--- src/rtl/checkout_item_monitor_if.sv ---
// ---------------------------------------------------------------------------
// checkout_item_monitor_if
//   Scan handshake bundle between the input conditioning (master) and the
//   checkout item monitor (slave).
//   item_valid : scan strobe, honoured only while item_ready=1
//   item_code  : scanned item code, CODE_W bits
//   item_paid  : item marked paid/discounted, suppresses the theft alarm
//   item_ready : slave can accept a scan this cycle
// ---------------------------------------------------------------------------
interface checkout_item_monitor_if #(
  parameter int CODE_W = 3
);
  logic              item_valid;
  logic [CODE_W-1:0] item_code;
  logic              item_paid;
  logic              item_ready;

  modport master (
    output item_valid,
    output item_code,
    output item_paid,
    input  item_ready
  );

  modport slave (
    input  item_valid,
    input  item_code,
    input  item_paid,
    output item_ready
  );
endinterface

--- src/rtl/checkout_item_monitor.sv ---
// ---------------------------------------------------------------------------
// checkout_item_monitor
//   Classifies strobed item scans through per-code sale/theft lookup masks,
//   drives a registered sale light and a timed, operator-clearable theft
//   alarm, and keeps saturating scan and theft counters.
//
//   Ports:
//     i_clk          : system clock, rising edge
//     i_reset_n      : synchronous active-low reset
//     scan (slave)   : item_valid/item_code/item_paid in, item_ready out
//     i_clear_alarm  : operator clear, only acts while the alarm is running
//     o_sale_led     : sale light for the last evaluated item
//     o_stolen_led   : theft alarm light
//     o_item_count   : saturating count of evaluated items
//     o_theft_count  : saturating count of alarms raised
//
//   Flow: IDLE captures a scan, EVAL classifies it in exactly one cycle,
//   ALARM holds the stolen light for ALARM_CYCLES cycles or until cleared.
//   Every output is a register or a decode of the state register, so there
//   is no combinational path from inputs to outputs.
// ---------------------------------------------------------------------------
module checkout_item_monitor #(
  parameter int                     CODE_W       = 3,
  parameter logic [2**CODE_W-1:0]   SALE_MASK    = 8'hEC,
  parameter logic [2**CODE_W-1:0]   THEFT_MASK   = 8'h31,
  parameter int                     ALARM_CYCLES = 8,
  parameter int                     CNT_W        = 8
) (
  input  logic                          i_clk,
  input  logic                          i_reset_n,
  checkout_item_monitor_if.slave        scan,
  input  logic                          i_clear_alarm,
  output logic                          o_sale_led,
  output logic                          o_stolen_led,
  output logic [CNT_W-1:0]              o_item_count,
  output logic [CNT_W-1:0]              o_theft_count
);

  // Timer only needs to hold ALARM_CYCLES-1; keep at least one bit.
  localparam int TMR_W = (ALARM_CYCLES > 1) ? $clog2(ALARM_CYCLES) : 1;
  localparam logic [TMR_W-1:0] TMR_LOAD = TMR_W'(ALARM_CYCLES - 1);

  localparam logic [1:0] S_IDLE  = 2'd0;
  localparam logic [1:0] S_EVAL  = 2'd1;
  localparam logic [1:0] S_ALARM = 2'd2;

  // Captured scan, held from IDLE into EVAL.
  typedef struct packed {
    logic [CODE_W-1:0] code;
    logic              paid;
  } item_t;

  logic [1:0]       r_state;
  item_t            r_item;
  logic [TMR_W-1:0] r_timer;
  logic             r_sale_led;
  logic             r_stolen_led;
  logic [CNT_W-1:0] r_item_count;
  logic [CNT_W-1:0] r_theft_count;

  logic             w_is_sale;
  logic             w_is_theft;
  logic             w_alarm_exit;

  assign w_is_sale    = SALE_MASK[r_item.code];
  assign w_is_theft   = THEFT_MASK[r_item.code] & ~r_item.paid;
  // Clear and timeout collapse into one exit; nothing is done twice.
  assign w_alarm_exit = i_clear_alarm | (r_timer == '0);

  always_ff @(posedge i_clk) begin
    if (!i_reset_n) begin
      r_state       <= S_IDLE;
      r_item        <= '0;
      r_timer       <= '0;
      r_sale_led    <= 1'b0;
      r_stolen_led  <= 1'b0;
      r_item_count  <= '0;
      r_theft_count <= '0;
    end else begin
      case (r_state)
        S_IDLE: begin
          if (scan.item_valid) begin
            r_item.code <= scan.item_code;
            r_item.paid <= scan.item_paid;
            r_state     <= S_EVAL;
          end
        end

        S_EVAL: begin
          r_sale_led <= w_is_sale;
          if (r_item_count != '1)
            r_item_count <= r_item_count + CNT_W'(1);
          if (w_is_theft) begin
            r_stolen_led <= 1'b1;
            r_timer      <= TMR_LOAD;
            if (r_theft_count != '1)
              r_theft_count <= r_theft_count + CNT_W'(1);
            r_state <= S_ALARM;
          end else begin
            r_stolen_led <= 1'b0;
            r_state      <= S_IDLE;
          end
        end

        S_ALARM: begin
          // Timer loads with ALARM_CYCLES-1 and exits on the edge after it
          // reaches zero, giving exactly ALARM_CYCLES cycles of light.
          if (w_alarm_exit) begin
            r_stolen_led <= 1'b0;
            r_state      <= S_IDLE;
          end else begin
            r_timer <= r_timer - TMR_W'(1);
          end
        end

        default: begin
          r_stolen_led <= 1'b0;
          r_state      <= S_IDLE;
        end
      endcase
    end
  end

  assign scan.item_ready = (r_state == S_IDLE);
  assign o_sale_led      = r_sale_led;
  assign o_stolen_led    = r_stolen_led;
  assign o_item_count    = r_item_count;
  assign o_theft_count   = r_theft_count;

endmodule

--- src/flat_wrapper.sv ---
// flat-port wrapper written by rule: the top's interface ports become plain ports
module checkout_item_monitor_flat 
#(
  parameter int                     CODE_W       = 3,
  parameter logic [2**CODE_W-1:0]   SALE_MASK    = 8'hEC,
  parameter logic [2**CODE_W-1:0]   THEFT_MASK   = 8'h31,
  parameter int                     ALARM_CYCLES = 8,
  parameter int                     CNT_W        = 8
)
  (i_clk, i_reset_n, i_clear_alarm, o_sale_led, o_stolen_led, o_item_count, o_theft_count, scan_item_valid, scan_item_code, scan_item_paid, scan_item_ready);
  checkout_item_monitor_if #(.CODE_W(CODE_W)) scan_i ();
  input  logic i_clk;
  input  logic i_reset_n;
  input  logic i_clear_alarm;
  output logic o_sale_led;
  output logic o_stolen_led;
  output logic [CNT_W-1:0] o_item_count;
  output logic [CNT_W-1:0] o_theft_count;
  input wire logic [$bits(scan_i.item_valid)-1:0] scan_item_valid;
  input wire logic [$bits(scan_i.item_code)-1:0] scan_item_code;
  input wire logic [$bits(scan_i.item_paid)-1:0] scan_item_paid;
  output wire logic [$bits(scan_i.item_ready)-1:0] scan_item_ready;
  assign scan_i.item_valid = scan_item_valid;
  assign scan_i.item_code = scan_item_code;
  assign scan_i.item_paid = scan_item_paid;
  assign scan_item_ready = scan_i.item_ready;
  checkout_item_monitor #(.CODE_W(CODE_W), .SALE_MASK(SALE_MASK), .THEFT_MASK(THEFT_MASK), .ALARM_CYCLES(ALARM_CYCLES), .CNT_W(CNT_W)) u_core (.i_clk(i_clk), .i_reset_n(i_reset_n), .scan(scan_i), .i_clear_alarm(i_clear_alarm), .o_sale_led(o_sale_led), .o_stolen_led(o_stolen_led), .o_item_count(o_item_count), .o_theft_count(o_theft_count));
endmodule
--- config.mk ---
export PLATFORM = sky130hd
export DESIGN_NAME = checkout_item_monitor_flat
export DESIGN_NICKNAME = d
export VERILOG_FILES = /design/src/rtl/checkout_item_monitor_if.sv /design/src/rtl/checkout_item_monitor.sv /design/src/flat_wrapper.sv
export SDC_FILE = /design/constraint.sdc
export NUM_CORES = 1
export LEC_CHECK = 0
export BUFFER_PORTS_ARGS = -buffer_cell sky130_fd_sc_hd__buf_4
export CAP_MARGIN = 30
export CORE_UTILIZATION = 45
export CTS_CLUSTER_DIAMETER = 200
export CTS_CLUSTER_SIZE = 20
export DETAILED_ROUTE_END_ITERATION = 7
export GPL_ROUTABILITY_DRIVEN = 0
export GPL_TIMING_DRIVEN = 0
export PLACE_DENSITY = 0.64
export SLEW_MARGIN = 20
export SYNTH_ARGS = -nofsm -noshare
export SYNTH_HDL_FRONTEND = slang
export SYNTH_SLANG_ARGS = --single-unit
--- constraint.sdc ---
create_clock -name i_clk -period 4.6 [get_ports i_clk]
set_input_delay 1.38 -clock i_clk [delete_from_list [all_inputs] [get_ports i_clk]]
set_output_delay 1.38 -clock i_clk [all_outputs]
set_load 0.05 [all_outputs]
==> results of run 1 <==
flip-flops by register name (all words and copies together), names as in the netlist, named ones only:
register	count
u_core.o_sale_led	1
u_core.r_state	2
u_core.o_stolen_led	1
u_core.r_timer	3
u_core.r_item	4
u_core.o_theft_count	8
u_core.o_item_count	8
layer usage:
| layer | up-vias | track usage [%] | part of all wire (%) |
|---|---|---|---|
| met3 | 4 | 3.49 | 3.6 |
| met1 | 620 | 27.2 | 48 |
| met5 | - | 0 | 0 |
| met2 | 32 | 33.4 | 47 |
| li1 | 666 | - | - |
| met4 | 0 | 6.64 | 1.1 |
worst max-delay path, cell delays in order (launching register included):
cell,delay (ps)
dfxtp_1,390
inv_1,80
ha_1,210
buf_4,190
layout make-up:
cell class | instances | share of cell area [%]
Tap cell | 44 | 3.10
Timing Repair Buffer | 26 | 11.0
Inverter | 9 | 1.90
Buffer | 7 | 2.61
Multi-Input combinational cell | 120 | 47.7
Sequential cell | 28 | 31.6
Clock buffer | 4 | 2.05
power breakdown:
part	internal [W]	switching, W
logic	0.0000639	0.000104
clock network	0.0000485	0.0000753
registers	0.000264	0.0000162
total	0.000376	0.000196
cell usage after synthesis, drive strengths merged, types with 2 or more instances:
master,count
dfxtp,28
nand2,19
a21oi,14
nand3,10
inv,9
ha,8
nand2b,8
buf,7
mux2i,7
a211oi,6
o21ai,6
and4,3
nand4,3
a21boi,2
a221oi,2
a311oi,2
a41oi,2
and3,2
nor2b,2
nor3,2
or3,2
path summary, 6_finish.rpt:
| check | from | to | cells after the start |
|---|---|---|---|
| max reg2reg | u_core.r_timer[0]$_SDFFE_PN0P_ | u_core.r_timer[1]$_SDFFE_PN0P_ | 6 |
| min | u_core.r_timer[0]$_SDFFE_PN0P_ | u_core.r_timer[0]$_SDFFE_PN0P_ | 2 |
| min reg2reg | u_core.r_timer[0]$_SDFFE_PN0P_ | u_core.r_timer[0]$_SDFFE_PN0P_ | 2 |
| max | u_core.r_state[0]$_SDFFE_PN0P_ | scan_item_ready | 3 |
through the flow:
stage | cell area [sq um] | setup WS, ps | util (%)
final | 1770 | 2010 | 57.2
after global routing | 1770 | 1970 | 57.2
after CTS | 1770 | 2010 | 57.2
after detailed placement | 1740 | 2140 | 56.0
after global placement | 1740 | 2160 | 56.0
after floorplan | 1490 | 2340 | -
cells by family (layout without fill, tap and decap cells):
logic type / after synthesis / after routing
mux: 8 / 8
simple gates: 59 / 59
fa+ha+maj: 8 / 8
compound gates: 45 / 45
buf+inv: 16 / 46
flops: 28 / 28
==> results.txt, run 1 <==
The run gives 484 ps as the minimum hold slack. The tools report the number of maximum-capacitance violations as 0. The number of instances resized during post-cts repair came out at 0. The share of the synthesized area in the top cell type is 37.7%.

Relative to the synthesized area, the layout overhead comes to 19.3%. Global routing finished with a remaining overflow of 0. Data arrives at the worst endpoint at 1210 ps.

In the synthesized netlist the dominant register cell turns out to be dfxtp_1. Number of cells in the design after placement: 234. For this run, asynchronously set or reset flops after synthesis account for 0%. The run gives 67.7% as the worst slew margin relative to its limit. For this design the top-level I/O count stands at 27. The number of buffers inserted to repair setup after CTS is 0, and the slack of the worst reg-to-reg path is 2780 ps. The first-pass GRT wire length was 5.46 mm; the compound-cell area share of the yosys netlist was 21.6%. The later pin in the worst-skew pair is clocked with a latency of 330 ps.

The dominant combinational cell family by area after synthesis is simple AND/OR/NAND/NOR gates. The longest clock path from root to sink contains 2 buffers. The area of the core is 3100 sq um, and the shortest clock period the worst path allows after layout is 2590 ps. The detailed router placed 1322 vias in this run. Of the total synthesized cell area, the portion taken by AND, OR, NAND and NOR gates is 23.1%.

The flow ran to the end, and the final reports show no timing, DRC or antenna violations. The average footprint of a synthesized cell came out at 9.07 sq um. The category of the critical setup timing path was register to primary output. The critical path data required time was 3220 ps.

The count of nets left with antenna violations once routing finished came out at 0. The synthesized-area fraction occupied by adder cells is 6.73%. In the post-synthesis netlist, the biggest area contributors are dfxtp_1, ha_1, nand2_1.

Counting flops with a built-in enable in the synthesized netlist gives 0. For this run, design rule violations remaining after detail routing come to 0. Of all nets on the critical path, the largest fanout is 3. The tools report the all-layer global routing usage as 20.4%. The number of nets handed over by synthesis was 180. Sort of element at the end of the critical path: a primary output. For the overall power after layout, the log shows 0.000572 W.

In the routed layout, each cell is associated on average with a via count of 5.55. At the pin with the least slew margin, the transition time is 485 ps. In the final timing run, aggregate negative setup slack is 0 ps. The synthesized netlist devotes 0% of its cell area to XOR and XNOR gates. Synthesis inferred 28 register bits. The number of failing hold endpoints at the final stage was 0; the width of the die was 59.5 um. Leaving out fill and tap cells, the most frequent cells in the layout are dfxtp_1, buf_4, nand2_1. The detailed-route wire length per cell is 13.8 um, and the number of global-route vias before repair is 1193. The worst setup path is launched from a register. Setup violations remaining at the end of the flow were counted as 0. Clock skew on the completed layout was measured at 6.43 ps. The die is 59.5 um tall.

The unique cell type count in the Yosys netlist is 49. The leakage component of the power was 0.708 nW; the number of nets in the finished design was 211. The initial standard-cell utilization of the core was 47.9%. The cell count after synthesis came out at 164.

The tools report the HPWL after detailed placement as 2.42 mm. The tools report the number of inserted diodes as 0. The clock sink total was 28; the layout cell share with drive strength beyond 1 was 22.2%. The number of fill cells is 310, and the power per cell area is 322 nW/um^2. The logs give 0 for the final count of pins violating max slew and 4 for the number of search-and-repair iterations in the first detailed-routing pass. The run gives 37.7% as the share of the yosys chip area belonging to registers. The count of cells in the finished layout, fillers not included, comes to 238. The multi-input combinational cells in the finished layout cover a total of 847 sq um. The run gives 3540 sq um as the die footprint.

After floorplanning, the core was divided into 20 placement rows. The tools report the pin count of the biggest net entering global routing as 16. Most common cell after layout, fill and taps aside: dfxtp_1. The final critical path takes up 56.2% of the cycle. The largest total area in the synthesized netlist belongs to dfxtp_1.

In the final layout, flip-flops and latches occupy 561 sq um. Buffers placed on the I/O ports in this run total 26. The cts-stage hold buffer count was 0.

The min-delay analysis places its worst path in the category register to register. TritonCTS built the clock tree. For the maximum achievable frequency, the log shows 0.387 GHz. Buffers inserted during clock tree synthesis total 3. For the number of antenna violations at the first check in global routing, the log shows 0. Clock tree synthesis selected as its root buffer the cell clkbuf_4. Of the post-synthesis cell area, the part taken by muxes is 5.47%. Number of DRC markers after the initial detailed-route iteration: 73. The run gives 1 as the count of H-tree levels built during CTS. The worst-case IR drop observed on VDD is 0.159 mV. The tools report the total number of yosys warnings as 0.

Clock-pin slew was measured on the worst setup and hold paths at 160 ps. Summed over all layers, the routed wires come to 3.28 mm. The tools report the post-synthesis cell area as 1490 sq um.

Setup repair after global routing left no endpoint under its margin.
(Power assumes the default switching activity.)
==> run 2: changes to the inputs <==
- PLACE_DENSITY: 0.64 -> 0.66
- clock period: 4.6 -> 2.2 ns (I/O delays scaled with it)
==> results.txt, run 2 (synthesized netlist as in run 1, its figures left out) <==
The master cell of the clock root buffer was clkbuf_4 (unchanged). The die height is 59.5 um (unchanged). For the number of antenna violations at the first check in global routing, the log shows 0 (unchanged).

The fraction of the core area covered by cells at the end of the flow was 57.7% (was 57.2%); the number of clock buffers inserted by TritonCTS was 3 (unchanged). The number of input and output port buffers inserted came out at 26 (unchanged). TritonCTS built the clock tree. The post-layout worst setup margin is 312 ps (was 2010 ps), and the maximum net fanout on the critical path is 3 (unchanged). The logs give 47.9% (unchanged) for the initial standard-cell utilization of the core and 1540 ps (was 3220 ps) for the critical path data required time. The tools report the number of failing hold endpoints at the final stage as 0 (unchanged). The number of ports placed on the die boundary was 27 (unchanged); the clock tree skew after final layout was 21.5 ps (was 6.43 ps). Count of H-tree levels built during CTS: 1 (unchanged).

For the pin count of the biggest net entering global routing, the log shows 17 (was 16). The clock period could shrink to 1890 ps. The number of instances resized during post-cts repair is 0 (unchanged), and the layout cell share with drive strength beyond 1 is 22.2% (unchanged).

The final count of pins violating max slew came out at 0 (unchanged). The number of search-and-repair iterations in the first detailed-routing pass came out at 4 (unchanged). The run gives 0 (unchanged) as the number of inserted diodes. The arrival time of data at the critical path endpoint came out at 1230 ps (was 1210 ps).

The run gives 28 (unchanged) as the clock sink total. The run gives 2.36 mm (was 2.42 mm) as the HPWL after detailed placement. The run gives 1186 (was 1193) as the number of global-route vias before repair. The area growth from synthesis to layout is 20.4% (was 19.3%), and the maximum VDD drop is 0.498 mV (was 0.159 mV). The first-pass GRT wire length is 5.40 mm (was 5.46 mm).

The buffer levels on the longest clock path is 2 (unchanged), and the number of fill cells is 297 (was 310). The source-to-sink clock delay at the later pin of the worst-skew pair was 350 ps (was 330 ps); the routed via count divided by cell count was 5.50 (was 5.55). The area occupied by registers was 561 sq um (unchanged). The tools report the die footprint as 3540 sq um (unchanged).

The logs give 0 (unchanged) for the number of buffers inserted to repair setup after CTS and 0 (unchanged) for the number of maximum-capacitance violations. The cell family with the largest share of critical-path delay is flip-flops (unchanged). The total vias in the final route is 1310 (was 1322), and the width of the die is 59.5 um (unchanged). Most frequent cells in the layout: dfxtp_1, buf_4, nand2_1 (unchanged). The run gives 3.28 mm (about the same) as the total wire length after detailed routing. The sort of element at the end of the critical path was a primary output (unchanged). The power per cell area is 712 nW/um^2 (was 322 nW/um^2). For the global-route congestion overflow total, the log shows 0 (unchanged). The worst slew margin relative to its limit was 66.6% (was 67.7%); the number of DRC markers after the initial detailed-route iteration was 94 (was 73). The final clock period utilization by the worst path is 85.8%, and the number of cell rows is 20 (unchanged). The launching element type of the critical path is a register (unchanged).

The area of the multi-input gates was 847 sq um (unchanged). The run gives 20.4% (about the same) as the all-layer global routing usage. Setup repair after global routing left no endpoint under its margin. The final count of negative-setup-slack endpoints is 0 (unchanged). Kind of path behind the tightest hold check: register to register (unchanged). The sum of buffers and inverters on the critical path works out to 2 (unchanged). The tools report the worst-case setup slack after placement as 410 ps (was 2140 ps). The detailed-route wire length per cell was 13.8 um (about the same); the cts-stage hold buffer count was 0 (unchanged).

The category of the critical setup timing path was register to primary output (unchanged). The remaining antenna violation count came out at 0 (unchanged). The flow ran to the end, and the final reports show no timing, DRC or antenna violations. Ordered cell list for the critical path: inv_1 -> ha_1 -> buf_4 (unchanged). The largest stage delay on the critical path is 390 ps (about the same). The area of the core is 3100 sq um (unchanged). Transition time at the pin with the least slew margin: 501 ps (was 485 ps).

The setup TNS was 0 ps (unchanged); the leakage component of the power was 0.715 nW (was 0.708 nW). The clock-pin slew reported for the worst setup and hold paths after clock tree synthesis was 160 ps (about the same). Most common cell after layout, fill and taps aside: dfxtp_1 (unchanged). The number of nets in the finished design is 211 (unchanged). The standard cell with the maximum stage delay on the critical path was dfxtp_1 (unchanged). Derived from the worst setup path, the maximum achievable clock frequency is 0.530 GHz. For the number of remaining DRC errors, the log shows 0 (unchanged).
==> run 2: changes by cell type in the layout (fill, tap and decap cells not counted) <==
cell       previous run  this run
bufinv_16             0         1
clkbuf_8              1         0
==> run 2: layout make-up <==
cell class	count	area share, %
plain buffers	7	2.59
clock buffers	3	1.26
clock inverters	1	1.68
inverters	9	1.89
multi-input cells	120	47.3
flip-flops and latches	28	31.3
well taps	44	3.07
repair buffers	26	10.9
==> run 2: stage by stage <==
step	instances	total power (W)	area [sq um]	hold slack (ps)
after floorplan	164	0.000854	1490	446
after global placement	234	0.000933	1740	455
after detailed placement	234	0.000943	1740	462
after CTS	238	0.00129	1790	482
after global routing	238	0.00135	1790	504
final	238	0.00128	1790	478
==> run 2: tightest hold or removal path: cells and delay by family, from the launching register on <==
kind             cells  cell delay [ps]
AO/OA/AOI/OAI        1               60
flip-flops           1              340
AND/OR/NAND/NOR      1               50
==> run 2: report_power, final <==
part	leakage [nW]	switching, W	internal, W
Combinational	0.459	0.000214	0.000132
Sequential	0.228	0.0000339	0.000552
Clock	0.0279	0.000158	0.000185
Total	0.715	0.000406	0.000869
==> run 2: per-layer routing <==
layer	share of wire (%)	wire length, um	GRT usage, %
met5	0	0	0
met3	4.4	143	5.24
met4	0.61	20	6.31
met2	49	1600	34.2
met1	46	1520	25.5
==> run 2: path summary, 6_finish.rpt <==
check / start / end / slack, ps / cells after the start
max: u_core.r_state[0]$_SDFFE_PN0P_ / scan_item_ready / 310 / 3
min: u_core.r_timer[0]$_SDFFE_PN0P_ / u_core.r_timer[0]$_SDFFE_PN0P_ / 480 / 2
max reg2reg: u_core.r_timer[0]$_SDFFE_PN0P_ / u_core.r_timer[2]$_SDFFE_PN0P_ / 410 / 6
min reg2reg: u_core.r_timer[0]$_SDFFE_PN0P_ / u_core.r_timer[0]$_SDFFE_PN0P_ / 480 / 2
